$ cat src/rtl/updown_counter_7seg_mux.sv
// Multi-digit up/down counter (BCD or hex digits) with a time-multiplexed,
// active-low 7-segment display driver. One shared segment bus is scanned
// across DIGITS active-low digit selects.
module updown_counter_7seg_mux #(
    parameter int DIGITS   = 4,
    parameter int RADIX    = 10,
    parameter int SCAN_DIV = 1000
) (
    input  logic                  clk,
    input  logic                  reset,
    input  logic                  en,
    input  logic                  up_dn,
    input  logic                  load,
    input  logic [4*DIGITS-1:0]   load_val,
    output logic [4*DIGITS-1:0]   count,
    output logic                  tc,
    output logic [6:0]            seg,
    output logic [DIGITS-1:0]     an
);

    localparam int W      = 4 * DIGITS;
    localparam int SCAN_W = (SCAN_DIV > 1) ? $clog2(SCAN_DIV) : 1;
    localparam int IDX_W  = (DIGITS > 1) ? $clog2(DIGITS) : 1;

    localparam logic [3:0]        DIG_MAX   = 4'(RADIX - 1);
    localparam logic [SCAN_W-1:0] SCAN_LAST = SCAN_W'(SCAN_DIV - 1);
    localparam logic [IDX_W-1:0]  IDX_LAST  = IDX_W'(DIGITS - 1);

    logic [W-1:0]        count_reg, count_next;
    logic                tc_reg, tc_next;
    logic [SCAN_W-1:0]   scan_reg, scan_next;
    logic [IDX_W-1:0]    idx_reg, idx_next;

    logic [W-1:0]        load_clamped;
    logic [W-1:0]        stepped;
    // chain[k] = digit k receives a carry/borrow; chain[DIGITS] = full wrap
    logic [DIGITS:0]     chain;
    logic [3:0]          digit_arr [DIGITS];
    logic [3:0]          cur_digit;

    assign chain[0] = 1'b1;

    // Per-digit load clamping and one-cycle ripple step
    generate
        for (genvar gi = 0; gi < DIGITS; gi++) begin : g_digit
            logic [3:0] d_cur;
            logic [3:0] d_ld;
            logic       at_lim;

            assign d_cur  = count_reg[4*gi +: 4];
            assign d_ld   = load_val[4*gi +: 4];
            assign at_lim = up_dn ? (d_cur == DIG_MAX) : (d_cur == 4'd0);

            // Out-of-range load digits are forced to 0
            assign load_clamped[4*gi +: 4] = (d_ld > DIG_MAX) ? 4'd0 : d_ld;

            assign chain[gi+1] = chain[gi] & at_lim;

            assign stepped[4*gi +: 4] = !chain[gi] ? d_cur :
                                        at_lim     ? (up_dn ? 4'd0 : DIG_MAX) :
                                        up_dn      ? d_cur + 4'd1 : d_cur - 4'd1;

            assign digit_arr[gi] = d_cur;
        end
    endgenerate

    // Next count/tc: load beats enable; tc only on the wrapping step
    always_comb begin
        count_next = count_reg;
        tc_next    = 1'b0;
        if (load) begin
            count_next = load_clamped;
        end else if (en) begin
            count_next = stepped;
            tc_next    = chain[DIGITS];
        end
    end

    // Count and terminal-count registers
    always_ff @(posedge clk) begin
        if (reset) begin
            count_reg <= '0;
            tc_reg    <= 1'b0;
        end else begin
            count_reg <= count_next;
            tc_reg    <= tc_next;
        end
    end

    // Free-running scan divider and digit index
    always_comb begin
        scan_next = scan_reg + SCAN_W'(1);
        idx_next  = idx_reg;
        if (scan_reg == SCAN_LAST) begin
            scan_next = '0;
            idx_next  = (idx_reg == IDX_LAST) ? '0 : idx_reg + IDX_W'(1);
        end
    end

    // Scan state registers
    always_ff @(posedge clk) begin
        if (reset) begin
            scan_reg <= '0;
            idx_reg  <= '0;
        end else begin
            scan_reg <= scan_next;
            idx_reg  <= idx_next;
        end
    end

    assign cur_digit = digit_arr[idx_reg];

    // Active-low digit select: only the scanned digit is low
    always_comb begin
        an          = '1;
        an[idx_reg] = 1'b0;
    end

    // Active-low segment decode {g,f,e,d,c,b,a} of the scanned digit
    always_comb begin
        seg = 7'h7F;
        case (cur_digit)
            4'h0: seg = 7'h40;
            4'h1: seg = 7'h79;
            4'h2: seg = 7'h24;
            4'h3: seg = 7'h30;
            4'h4: seg = 7'h19;
            4'h5: seg = 7'h12;
            4'h6: seg = 7'h02;
            4'h7: seg = 7'h78;
            4'h8: seg = 7'h00;
            4'h9: seg = 7'h10;
            4'hA: seg = 7'h08;
            4'hB: seg = 7'h03;
            4'hC: seg = 7'h46;
            4'hD: seg = 7'h21;
            4'hE: seg = 7'h06;
            4'hF: seg = 7'h0E;
            default: seg = 7'h7F;
        endcase
    end

    assign count = count_reg;
    assign tc    = tc_reg;

endmodule

$ cat config.mk
export PLATFORM = sky130hd
export DESIGN_NAME = updown_counter_7seg_mux
export DESIGN_NICKNAME = d
export VERILOG_FILES = /design/src/rtl/updown_counter_7seg_mux.sv
export SDC_FILE = /design/constraint.sdc
export NUM_CORES = 1
export LEC_CHECK = 0
export CAP_MARGIN = 20
export CORE_MARGIN = 5
export CORE_UTILIZATION = 47
export DETAILED_ROUTE_END_ITERATION = 12
export MAX_ROUTING_LAYER = met4
export PLACE_DENSITY = 0.77
export SLEW_MARGIN = 20
export SYNTH_ARGS = -nofsm -noshare
export SYNTH_HDL_FRONTEND = slang
export SYNTH_SLANG_ARGS = --single-unit
$ cat constraint.sdc
create_clock -name clk -period 2.1 [get_ports clk]
set_input_delay 0.42 -clock clk [delete_from_list [all_inputs] [get_ports clk]]
set_output_delay 0.42 -clock clk [all_outputs]
set_load 0.02 [all_outputs]
=== Word level (Yosys, flattened, before mapping) ===
Memories as Yosys holds them, arrays and structs flattened.
Cells that the tools add are included.

* Add/sub/neg operators: 10
* Magnitude comparators: 7
* Equality and inequality tests: 6
* Muxes and demuxes: 28
* Bitwise operators: 6
* Reduce and logical (&&, ||, !) cells: 14

{| class="wikitable"
|+ Operators by type and width
! kind !! number
|-
| $mux W4 || 18
|-
| $mux W16 || 2
|-
| $add A4 B1 Y4 const B || 4
|-
| $eq A4 B4 Y1 const B || 4
|-
| $gt A4 B4 Y1 const B || 4
|-
| $logic_not A4 Y1 || 4
|-
| $sub A4 B1 Y4 const B || 4
|-
| $add A10 B1 Y10 const B || 1
|-
| $eq A10 B10 Y1 const B || 1
|-
| $bmux W4 S2 || 1
|-
| $reduce_bool A2 Y1 || 4
|-
| $reduce_and A2 Y1 || 3
|-
| $mux W1 || 5
|-
| $not A4 Y4 || 1
|-
| $and A1 B1 Y1 || 3
|-
| $ge A3 B3 Y1 const B || 1
|-
| $lt A2 B3 Y1 const B || 1
|-
| $not A2 Y3 || 1
|-
| $reduce_or A3 Y1 || 1
|-
| $add A2 B1 Y2 const B || 1
|-
| $demux W1 S2 || 1
|-
| $eq A2 B2 Y1 const B || 1
|-
| $ge A2 B1 Y1 const B || 1
|-
| $mux W2 || 1
|-
| other kinds (3) || 3
|}

* Flip-flop bits (word level): 29
* Bits in read-only memories: 112
* Input bits: 21
* Memories: 1

{| class="wikitable"
|+ Memories
! name !! depth !! width !! read ports !! clocked after memory_dff !! write ports !! RTL line !! text
|-
| (no name shown) || 16 || 7 || 1 || 0 || 0 || 122 || <nowiki>case (cur_digit)</nowiki>
|}

=== Logic depth before layout (Yosys ltp) ===
Gate-level depths: netlist of the first run.

* Depth after elaboration: 7
* Mapped depth: 8
* Mapped depth without buffers: 7

=== Worst setup path before layout of the first run ===
OpenSTA, ideal clock, no wires.

* Path kind: reg-to-output
* From: register idx_reg[1]
* To: output seg[3]
* Arrival time: 2,032 ps
* Required time: 1,680 ps
* Slack: -352 ps
* Cell stages (with the launch flop): 9
* Path through: dfxtp_1 > buf_6 > mux4_1 > inv_1 > ha_1 > nor2_1 > a21oi_1 > nor2_1 > a31oi_1

* Longest elaborated chain between the ends: 5

{| class="wikitable"
|+ Ends and longest elaborated chain
! what !! RTL line !! text
|-
| start: declaration || 32 || <nowiki>logic [IDX_W-1:0] idx_reg, idx_next;</nowiki>
|-
| start signal: assignment || 107 || <nowiki>idx_reg <= idx_next;</nowiki>
|-
| $not A2 Y3 (implied by the code) || 111 || <nowiki>assign cur_digit = digit_arr[idx_reg];</nowiki>
|-
| $bmux W4 S2 || 111 ||
|-
| $mux W4 (implied by the code) (2 in a row) || 111 ||
|-
| $mem_v2 Z16 W7 || - ||
|-
| end: declaration || 17 || <nowiki>output logic [6:0] seg,</nowiki>
|}

No other way between the ends. The select of a mux whose other input is x is not followed.

=== Final worst setup path of the first run ===
Ends and elaborated chain as after synthesis.

==> results of run 1 <==
cell type report:
cell class	instances	share of cell area [%]
clock buffer	5	1.96
clock inverter	3	0.499
inverter	17	1.99
multi-input combinational	224	50.6
sequential	29	16.7
tap	70	2.49
timing repair buffer	103	25.5
timing repair inverter	1	0.214
cells by family (layout without fill, tap and decap cells):
kind of cell               Yosys count  in the layout  share of synthesized area, %
buffers and inverters               34            129                          6.63
and+or+nand+nor                     99             99                          22.3
muxes                                9              9                          6.26
adders and majority gates           23             23                          13.1
xor gates and xnor gates            15             15                          5.43
DFF                                 29             29                          24.0
AOI/OAI and AO/OA                   78             78                          22.3
worst reg2reg max path, delay by kind of cell (launching register included):
family                   cells  cell delay, ns
AO/OA/AOI/OAI                4            0.63
multiplexers                 1            0.34
flip-flops                   1            0.31
adder cells (fa/ha/maj)      1            0.23
buffers and inverters        1            0.17
per-layer routing:
metal	GRT usage [%]	vias up	routed length, µm
li1	-	1226	-
met1	26.5	1166	2850
met2	37.0	76	3250
met3	3.95	12	380
met4	6.81	0	129
met5	-	-	0
repair_timing:
item / 4_1_cts / 5_1_grt
buffers inserted: 4 / 0
cloned: 1 / 0
endpoints found under the setup margin: 25 / 14
pin swaps: 7 / 4
resized for setup: 53 / 12
placed cells by master, fill, tap and decap left out, types with 4 or more instances in the layout:
cell type	Yosys	final
a21o_1	4	4
nor2b_1	4	4
ha_4	0	4
nand4_1	4	4
a211oi_1	6	6
xnor2_1	8	8
clkbuf_8	0	5
buf_6	3	6
inv_1	16	13
xor2_1	7	7
dfxtp_1	29	27
nand2b_1	6	6
a21oi_1	21	18
nand3_1	5	5
ha_1	19	14
mux4_2	2	4
o21ai_0	16	14
fa_1	4	4
nand2_1	19	18
and3_1	5	5
buf_4	0	54
nor2_1	30	28
or3_1	4	4
a311oi_1	4	4
clkdlybuf4s50_1	0	36
power by group through the flow:
stage	clock network, mW	registers (mW)	logic (mW)
6_report	0.450	0.591	0.680
5_1_grt	0.488	0.594	0.740
4_1_cts	0.459	0.590	0.667
3_5_place_dp	0	0.605	0.643
3_3_place_gp	0	0.604	0.628
2_1_floorplan	0	0.646	0.319
worst paths after layout:
path | startpoint | cells past startpoint | end | slack [ns]
worst max-delay path | idx_reg[1] | 7 | seg[3] | -0.34
worst min-delay path | scan_reg[0] | 1 | scan_reg[0] | 0.44
worst max register to register | count[5] | 7 | count[7] | 0.30
worst min register to register | scan_reg[0] | 1 | scan_reg[0] | 0.44
stage by stage:
step	utilization (%)	setup WS [ns]	cell area, µm²	hold WS, ns	std cells
finish	69.7	-0.340	3510	0.440	452
detailed placement	65.8	-0.537	3320	0.438	439
global route	69.7	-0.414	3510	0.475	452
global placement	65.8	-0.495	3320	0.426	439
CTS	68.9	-0.334	3470	0.447	452
floorplan	-	-0.111	2470	0.413	287
==> impl_metrics.toml, run 1 <==
[outcome]
status = "complete, but fails checks"
violations = "negative setup slack"

[sta]
max_freq_ghz = 0.410
layout_min_cycle_time_ns = 2.44
finalClockSkew_ns = 0.00352
rsz0062_at_grt = "true"
final-hold-violation-count = 0
fin_crit_sh_pct = 116
slew_viol_final = 0
fin_setup_tns_ns = -2.07
setup_slack_ns = -0.340
setup_viol = 7
worst_pin_slew_ns = 0.400
maxSlewHeadroom_pct = 73.2

[floorplan]
start_util_pct = 47.9
die_area_um2 = 6680
core_um2 = 5040
rows = 26
die_y_um = 81.7
die_x_um = 81.7
top_level_ports = 49

[power]
clkPwrFrac_pct = 26.1
seqPwrFrac_pct = 34.3
ir_worst_vdd_uv = 444
power_density_nw_per_um2 = 490
intPower_mw = 1.14
p_sw_share_pct = 33.7
p_comb_share_pct = 39.5
p_total_mw = 1.72
switchingPower_mw = 0.579
p_leak_nw = 1.45

[critical_path]
slowest_stage = "mux4_2"
slowest_delay_ns = 0.57
crit_fanout = 4
cp_num_buf_inv = 2
cp_top_family = "multiplexers"
cp.required_ns = 1.68
arrival_ns = 2.02
path_class = "reg2out"
crit_path_end_kind = "output port"
critPathLaunchType = "flop"
crit_chain = "mux4_2, inv_4, ha_4, a21oi_2, nor2_2, a31oi_2, buf_4"

[layout]
largest_reg_flops = 16
areaGrowthSynthToFinish_pct = 45.3
antennaDiodeCount = 0
multiInputGateArea_um2 = 1780
fillCellCount = 411
layout-drive-gt1-share_pct = 28.3
final-seq-area_um2 = 588
final_nets = 425

[routing]
wirelength_mm = 6.61
drtIter0Drc = 99
vias_per_cell = 5.49
detail-route-antenna-nets = 0
wl_per_cell_um = 14.6
drc = 0
dr.pass1.iters = 4
vias = 2480

[global_routing]
antenna_found_initial = 0
track_usage_pct = 21.9
grt_pass1_vias = 2406
grt_max_degree = 27
overflow = 0
grt_pass1_wl_mm = 11.0

[clock_tree]
htree_num_levels = 2
clk_pin_slew_ns = 0.07
cts-root-buf = "clkbuf_8"
cts_buffer_depth = 2
cts_tree = "built"
cts_buffers = 5
clock_latency_ns = 0.28
hold_buffers = 0
cts_num_sinks = 29

[synth]
synth.cell_area_um2 = 2420
synth_area_leaders = "dfxtp_1 (24%), ha_1 (9.8%), nor2_1 (4.7%)"
synthDistinctLibCells = 59
ys_ff_latch = 29
async_flop_share_pct = 0
avgSynthCellArea_um2 = 8.42
yosysTopAreaCell = "dfxtp_1"
synthCells = 287
seq_area_frac_synth_pct = 24.0
synth.most_common_cell = "nor2_1"
synth_common_cells = "nor2_1 (30), dfxtp_1 (29), a21oi_1 (21)"
synthesis.nets = 331
synth_ff_type = "dfxtp_1"
synth_top_area_share_pct = 24.0
synth-edff-count = 0
yosysWarnings = 0

[place]
hpwl_mm = 5.11
gp_congestion = 0.879
io_buffers = 48

[run]
cap_viol_max_count = 0

[min_path]
hold_class = "reg2reg"
No activity file was read; power rests on OpenSTA's default activity.
==> run 2: changes to the inputs <==
--- a/constraint.sdc
+++ b/constraint.sdc
@@ -3,2 +3,2 @@
 set_output_delay 0.42 -clock clk [all_outputs]
-set_load 0.02 [all_outputs]
+set_load 0.1 [all_outputs]
==> run 2 against run 1 <==
The run still ends with negative setup slack left. Largest cell class unchanged. First-iteration DRC count rose by 37%. Register-to-register slack got worse by 0.02 ns. Non-clock buffer count down 2. Worst hold slack improved by 0.0031 ns. Sequential power about the same. Wire length up 7.8%.
==> impl_metrics.toml, run 2 (synthesis gave the netlist of run 1 again) <==
[sta]
worst_pin_slew_ns = 0.572
finalClockSkew_ns = 0.00634
fin_setup_tns_ns = -2.73
layout_min_cycle_time_ns = 2.53
setup_viol = 7
rsz0062_at_grt = "true"
setup_slack_ns = -0.435
slew_viol_final = 0
max_freq_ghz = 0.394
final-hold-violation-count = 0
maxSlewHeadroom_pct = 61.8
fin_crit_sh_pct = 121

[global_routing]
grt_max_degree = 18
overflow = 0
antenna_found_initial = 0
grt_pass1_vias = 2459
track_usage_pct = 22.6
grt_pass1_wl_mm = 11.4

[critical_path]
slowest_delay_ns = 0.59
critPathCapture = "seg[3]"
arrival_ns = 2.11
critPathLaunchType = "flop"
crit_path_start = "idx_reg[1]"
crit_chain = "mux4_2, inv_4, ha_4, a21oi_2, nor2_2, a31oi_4, buf_12"
crit_fanout = 5
ff2ff_setup_slack_ns = 0.28
worstReg2RegEnd = "count[7]"
worst_r2r_path_depth = 7
r2r-start = "count[5]"
crit_path_end_kind = "output port"
path_class = "reg2out"
slowest_stage = "mux4_2"
cp.required_ns = 1.68

[place]
gp_congestion = 0.873
io_buffers = 48
hpwl_mm = 5.33

[floorplan]
rows = 26
top_level_ports = 49
die_y_um = 81.7
core_um2 = 5040
die_x_um = 81.7
die_area_um2 = 6680
start_util_pct = 47.9

[routing]
drtIter0Drc = 136
route.met2.wl_mm = 3.69
dr.pass1.iters = 4
drc = 0
top_layer_used = "met4"
wl_per_cell_um = 15.8
vias = 2484
detail-route-antenna-nets = 0
vias_per_cell = 5.52
wirelength_mm = 7.12
m1WireLength_mm = 2.95
routed-wl-met3_um = 401

[clock_tree]
htree_num_levels = 2
cts_buffer_depth = 2
cts_num_sinks = 29
clock_latency_ns = 0.29
hold_buffers = 0
cts_buffers = 5
clk_pin_slew_ns = 0.06
cts_tree = "built"
cts-root-buf = "clkbuf_8"

[outcome]
status = "complete, but fails checks"
violations = "negative setup slack"

[layout]
layout_commonest_cell = "buf_4"
layout-drive-gt1-share_pct = 40.8
largest_reg_flops = 16
final_cell_mix = "buf_4 (66), nor2_1 (28), clkdlybuf4s50_1 (19)"
antennaDiodeCount = 0
final_nets = 423
areaGrowthSynthToFinish_pct = 55.0

[power]
ir_worst_vdd_uv = 276
p_leak_nw = 1.56
power_density_nw_per_um2 = 545
p_total_mw = 2.04

[min_path]
hold_class = "reg2reg"

[run]
cap_viol_max_count = 0
-- run 2: changes by cell type in the layout (fill, tap and decap cells not counted), moves of 3 or more --
| cell | before | now |
|---|---|---|
| buf_6 | 6 | 2 |
| buf_12 | 0 | 12 |
| o21ai_1 | 3 | 0 |
| dlygate4sd2_1 | 3 | 0 |
| dfxtp_1 | 27 | 11 |
| clkdlybuf4s50_1 | 36 | 19 |
| buf_4 | 54 | 66 |
| nand2_1 | 18 | 15 |
| dfxtp_4 | 2 | 18 |
-- run 2: where the power goes --
part | switching, mW | internal (mW) | total [mW]
logic | 0.609 | 0.388 | 0.997
clock network | 0.225 | 0.229 | 0.454
registers | 0.0200 | 0.569 | 0.589
-- run 2: worst max-delay path, delay by kind of cell, from the launching register on --
kind / cells / cell delay, ns
buffers and inverters: 2 / 0.32
flip-flops: 1 / 0.37
multiplexers: 1 / 0.59
adder cells (fa/ha/maj): 1 / 0.20
AO/OA/AOI/OAI: 2 / 0.29
AND/OR/NAND/NOR: 1 / 0.06
-- run 2: final cells by class --
type	count	area [µm²]
Clock inverter	3	16.3
Inverter	17	72.6
Clock buffer	5	68.8
Sequential cell	29	648
Timing Repair Buffer	101	968
Fill cell	364	1300
Timing Repair inverter	1	7.51
Multi-Input combinational cell	224	1880
Tap cell	70	87.6
-- run 2: worst min-delay path by stage --
stage                start          end  cells past startpoint  slack (ns)
6_report       scan_reg[0]  scan_reg[0]                      1        0.44
3_3_place_gp   scan_reg[0]  scan_reg[0]                      1        0.42
3_5_place_dp   scan_reg[0]  scan_reg[0]                      1        0.44
2_1_floorplan  scan_reg[0]  scan_reg[0]                      1        0.41
4_1_cts        scan_reg[0]  scan_reg[0]                      1        0.44
5_1_grt        scan_reg[0]  scan_reg[0]                      1        0.48
-- run 2: metrics by stage --
stage | worst slack [ns] | instance area, µm² | cells | hold slack (ns) | utilization (%)
floorplan | -0.455 | 2660 | 287 | 0.413 | -
global placement | -0.433 | 3490 | 432 | 0.425 | 69.2
detailed placement | -0.485 | 3490 | 432 | 0.435 | 69.2
CTS | -0.450 | 3700 | 448 | 0.444 | 73.3
global route | -0.486 | 3750 | 450 | 0.484 | 74.3
finish | -0.435 | 3750 | 450 | 0.443 | 74.3
-- run 2: what timing repair did --
action,CTS,global route
setup buffers,7,2
resized for setup,15,11
pin swaps,7,2
endpoints found under the setup margin,20,12
hold endpoints to repair,0,0
gates cloned,1,0
-- run 2: metal layers --
layer  up-vias  track usage, %
met1      1162            25.8
met2        92            40.8
met5         -               -
met3         9            4.39
met4         0            5.15
li1       1221               -
==> run 3: changes to the inputs <==
- CORE_UTILIZATION: 47 -> 25
- PLACE_DENSITY: 0.77 -> unset
==> run 3 against run 2 <==
The flow still finishes with violations (negative setup slack). Total power about the same. Worst hold slack improved by 0.013 ns. Design area increased by 1.0%. Wire length decreased by 2.2%. First-iteration DRC count decreased by 42%. Count of clock-buffer cells in the layout increased by 1. Global-route usage decreased by 9.9 points. Largest cell class unchanged.
==> impl_metrics.toml, run 3 (synthesis gave the netlist of run 1 again) <==
[outcome]
status = "complete, but fails checks"
violations = "negative setup slack"

[clock_tree]
cts_tree = "built"
clk_pin_slew_ns = 0.06
cts_buffers = 5
cts_num_sinks = 29
clock_latency_ns = 0.28
htree_num_levels = 2
cts_buffer_depth = 2
hold_buffers = 0
cts-root-buf = "clkbuf_8"

[routing]
dr.pass1.iters = 4
drc = 0
vias_per_cell = 4.72
drtIter0Drc = 79
vias = 2395
detail-route-antenna-nets = 0
wl_per_cell_um = 13.7
wirelength_mm = 6.97

[place]
dp_slack_ns = -0.518
postPlaceCellArea_um2 = 3600
hpwl_mm = 5.43
gp_congestion = 0.835
io_buffers = 48

[layout]
largest_reg_flops = 16
final-seq-area_um2 = 646
areaGrowthSynthToFinish_pct = 56.5
multiInputGateArea_um2 = 1860
layout-drive-gt1-share_pct = 39.9
final_cell_mix = "buf_4 (65), nor2_1 (28), clkdlybuf4s50_1 (19)"
final_nets = 421
layout_commonest_cell = "buf_4"
antennaDiodeCount = 0
fillCellCount = 928
final_area_um2 = 3780

[critical_path]
cp.required_ns = 1.68
slowest_delay_ns = 0.58
critPathLaunchType = "flop"
arrival_ns = 2.09
slowest_stage = "mux4_2"
crit_chain = "mux4_2, inv_4, ha_4, a21oi_4, nor2_2, a31oi_4, buf_12"
crit_path_end_kind = "output port"
crit_fanout = 5
path_class = "reg2out"

[global_routing]
grt_max_degree = 21
overflow = 0
track_usage_pct = 12.7
grt_pass1_vias = 2371
grt_pass1_wl_mm = 11.5
antenna_found_initial = 0

[sta]
layout_min_cycle_time_ns = 2.51
worst_pin_slew_ns = 0.529
slew_viol_final = 0
final-hold-violation-count = 0
rsz0062_at_grt = "true"
maxSlewHeadroom_pct = 64.6
fin_crit_sh_pct = 120
setup_viol = 7
max_freq_ghz = 0.398
finalClockSkew_ns = 0.00795
setup_slack_ns = -0.411

[floorplan]
core_um2 = 9330
top_level_ports = 49
start_util_pct = 25.9
die_area_um2 = 11700
die_y_um = 108
die_x_um = 108
rows = 35

[min_path]
hold_class = "reg2reg"

[power]
power_density_nw_per_um2 = 540
ir_worst_vdd_uv = 210
p_leak_nw = 1.54

[run]
cap_viol_max_count = 0
run 3: final timing paths:
path                             startpoint     endpoint  slack [ns]  depth (start not counted)
worst min-delay path            scan_reg[0]  scan_reg[0]        0.46                          1
worst max register to register     count[3]     count[6]        0.30                          6
worst max-delay path             idx_reg[1]       seg[3]       -0.41                          7
worst min register to register  scan_reg[0]  scan_reg[0]        0.46                          1
run 3: critical path, delay by kind of cell, from the launching register on:
family / cells / cell delay [ns]
multiplexers: 1 / 0.58
flip-flops: 1 / 0.36
adder cells (fa/ha/maj): 1 / 0.21
AND/OR/NAND/NOR: 1 / 0.06
buffers and inverters: 2 / 0.31
AO/OA/AOI/OAI: 2 / 0.28
run 3: repair_timing:
action | in CTS | in global routing
gates cloned | 1 | 0
gates resized for setup | 12 | 7
buffers inserted | 3 | 0
pin swaps | 8 | 0
setup endpoints to repair | 17 | 15
run 3: area by class of cell:
class / instances / share of cell area, %
multi-input cells: 224 / 49.3
well taps: 129 / 4.27
inverters: 17 / 1.85
flip-flops and latches: 29 / 17.1
clock inverters: 2 / 0.231
clock buffers: 6 / 2.18
repair buffers: 99 / 25.0
repair inverters: 1 / 0.132
run 3: metrics by stage:
stage / setup TNS, ns / std cells / total power [mW] / utilization [%] / hold slack, ns
2_1_floorplan: -2.03 / 287 / 1.24 / - / 0.413
3_3_place_gp: -5.84 / 495 / 1.54 / 38.6 / 0.422
3_5_place_dp: -6.34 / 495 / 1.55 / 38.6 / 0.436
4_1_cts: -2.61 / 507 / 2.06 / 40.4 / 0.465
5_1_grt: -2.95 / 507 / 2.15 / 40.6 / 0.491
6_report: -2.38 / 507 / 2.04 / 40.6 / 0.456
run 3: metal layers:
layer  GRT usage (%)  share of wire [%]  vias to the layer above
met5               -                  0                        -
met4            3.88                1.4                        0
met3            2.15                4.2                        8
met2            20.4                 46                       59
met1            16.3                 48                     1116
li1                -                  -                     1212
run 3: power by group:
| group | leakage (nW) | switching [mW] | internal (mW) | total [mW] |
|---|---|---|---|---|
| clock | 0.0486 | 0.220 | 0.259 | 0.479 |
| sequential | 0.249 | 0.0180 | 0.570 | 0.588 |
| combinational | 1.24 | 0.595 | 0.380 | 0.975 |
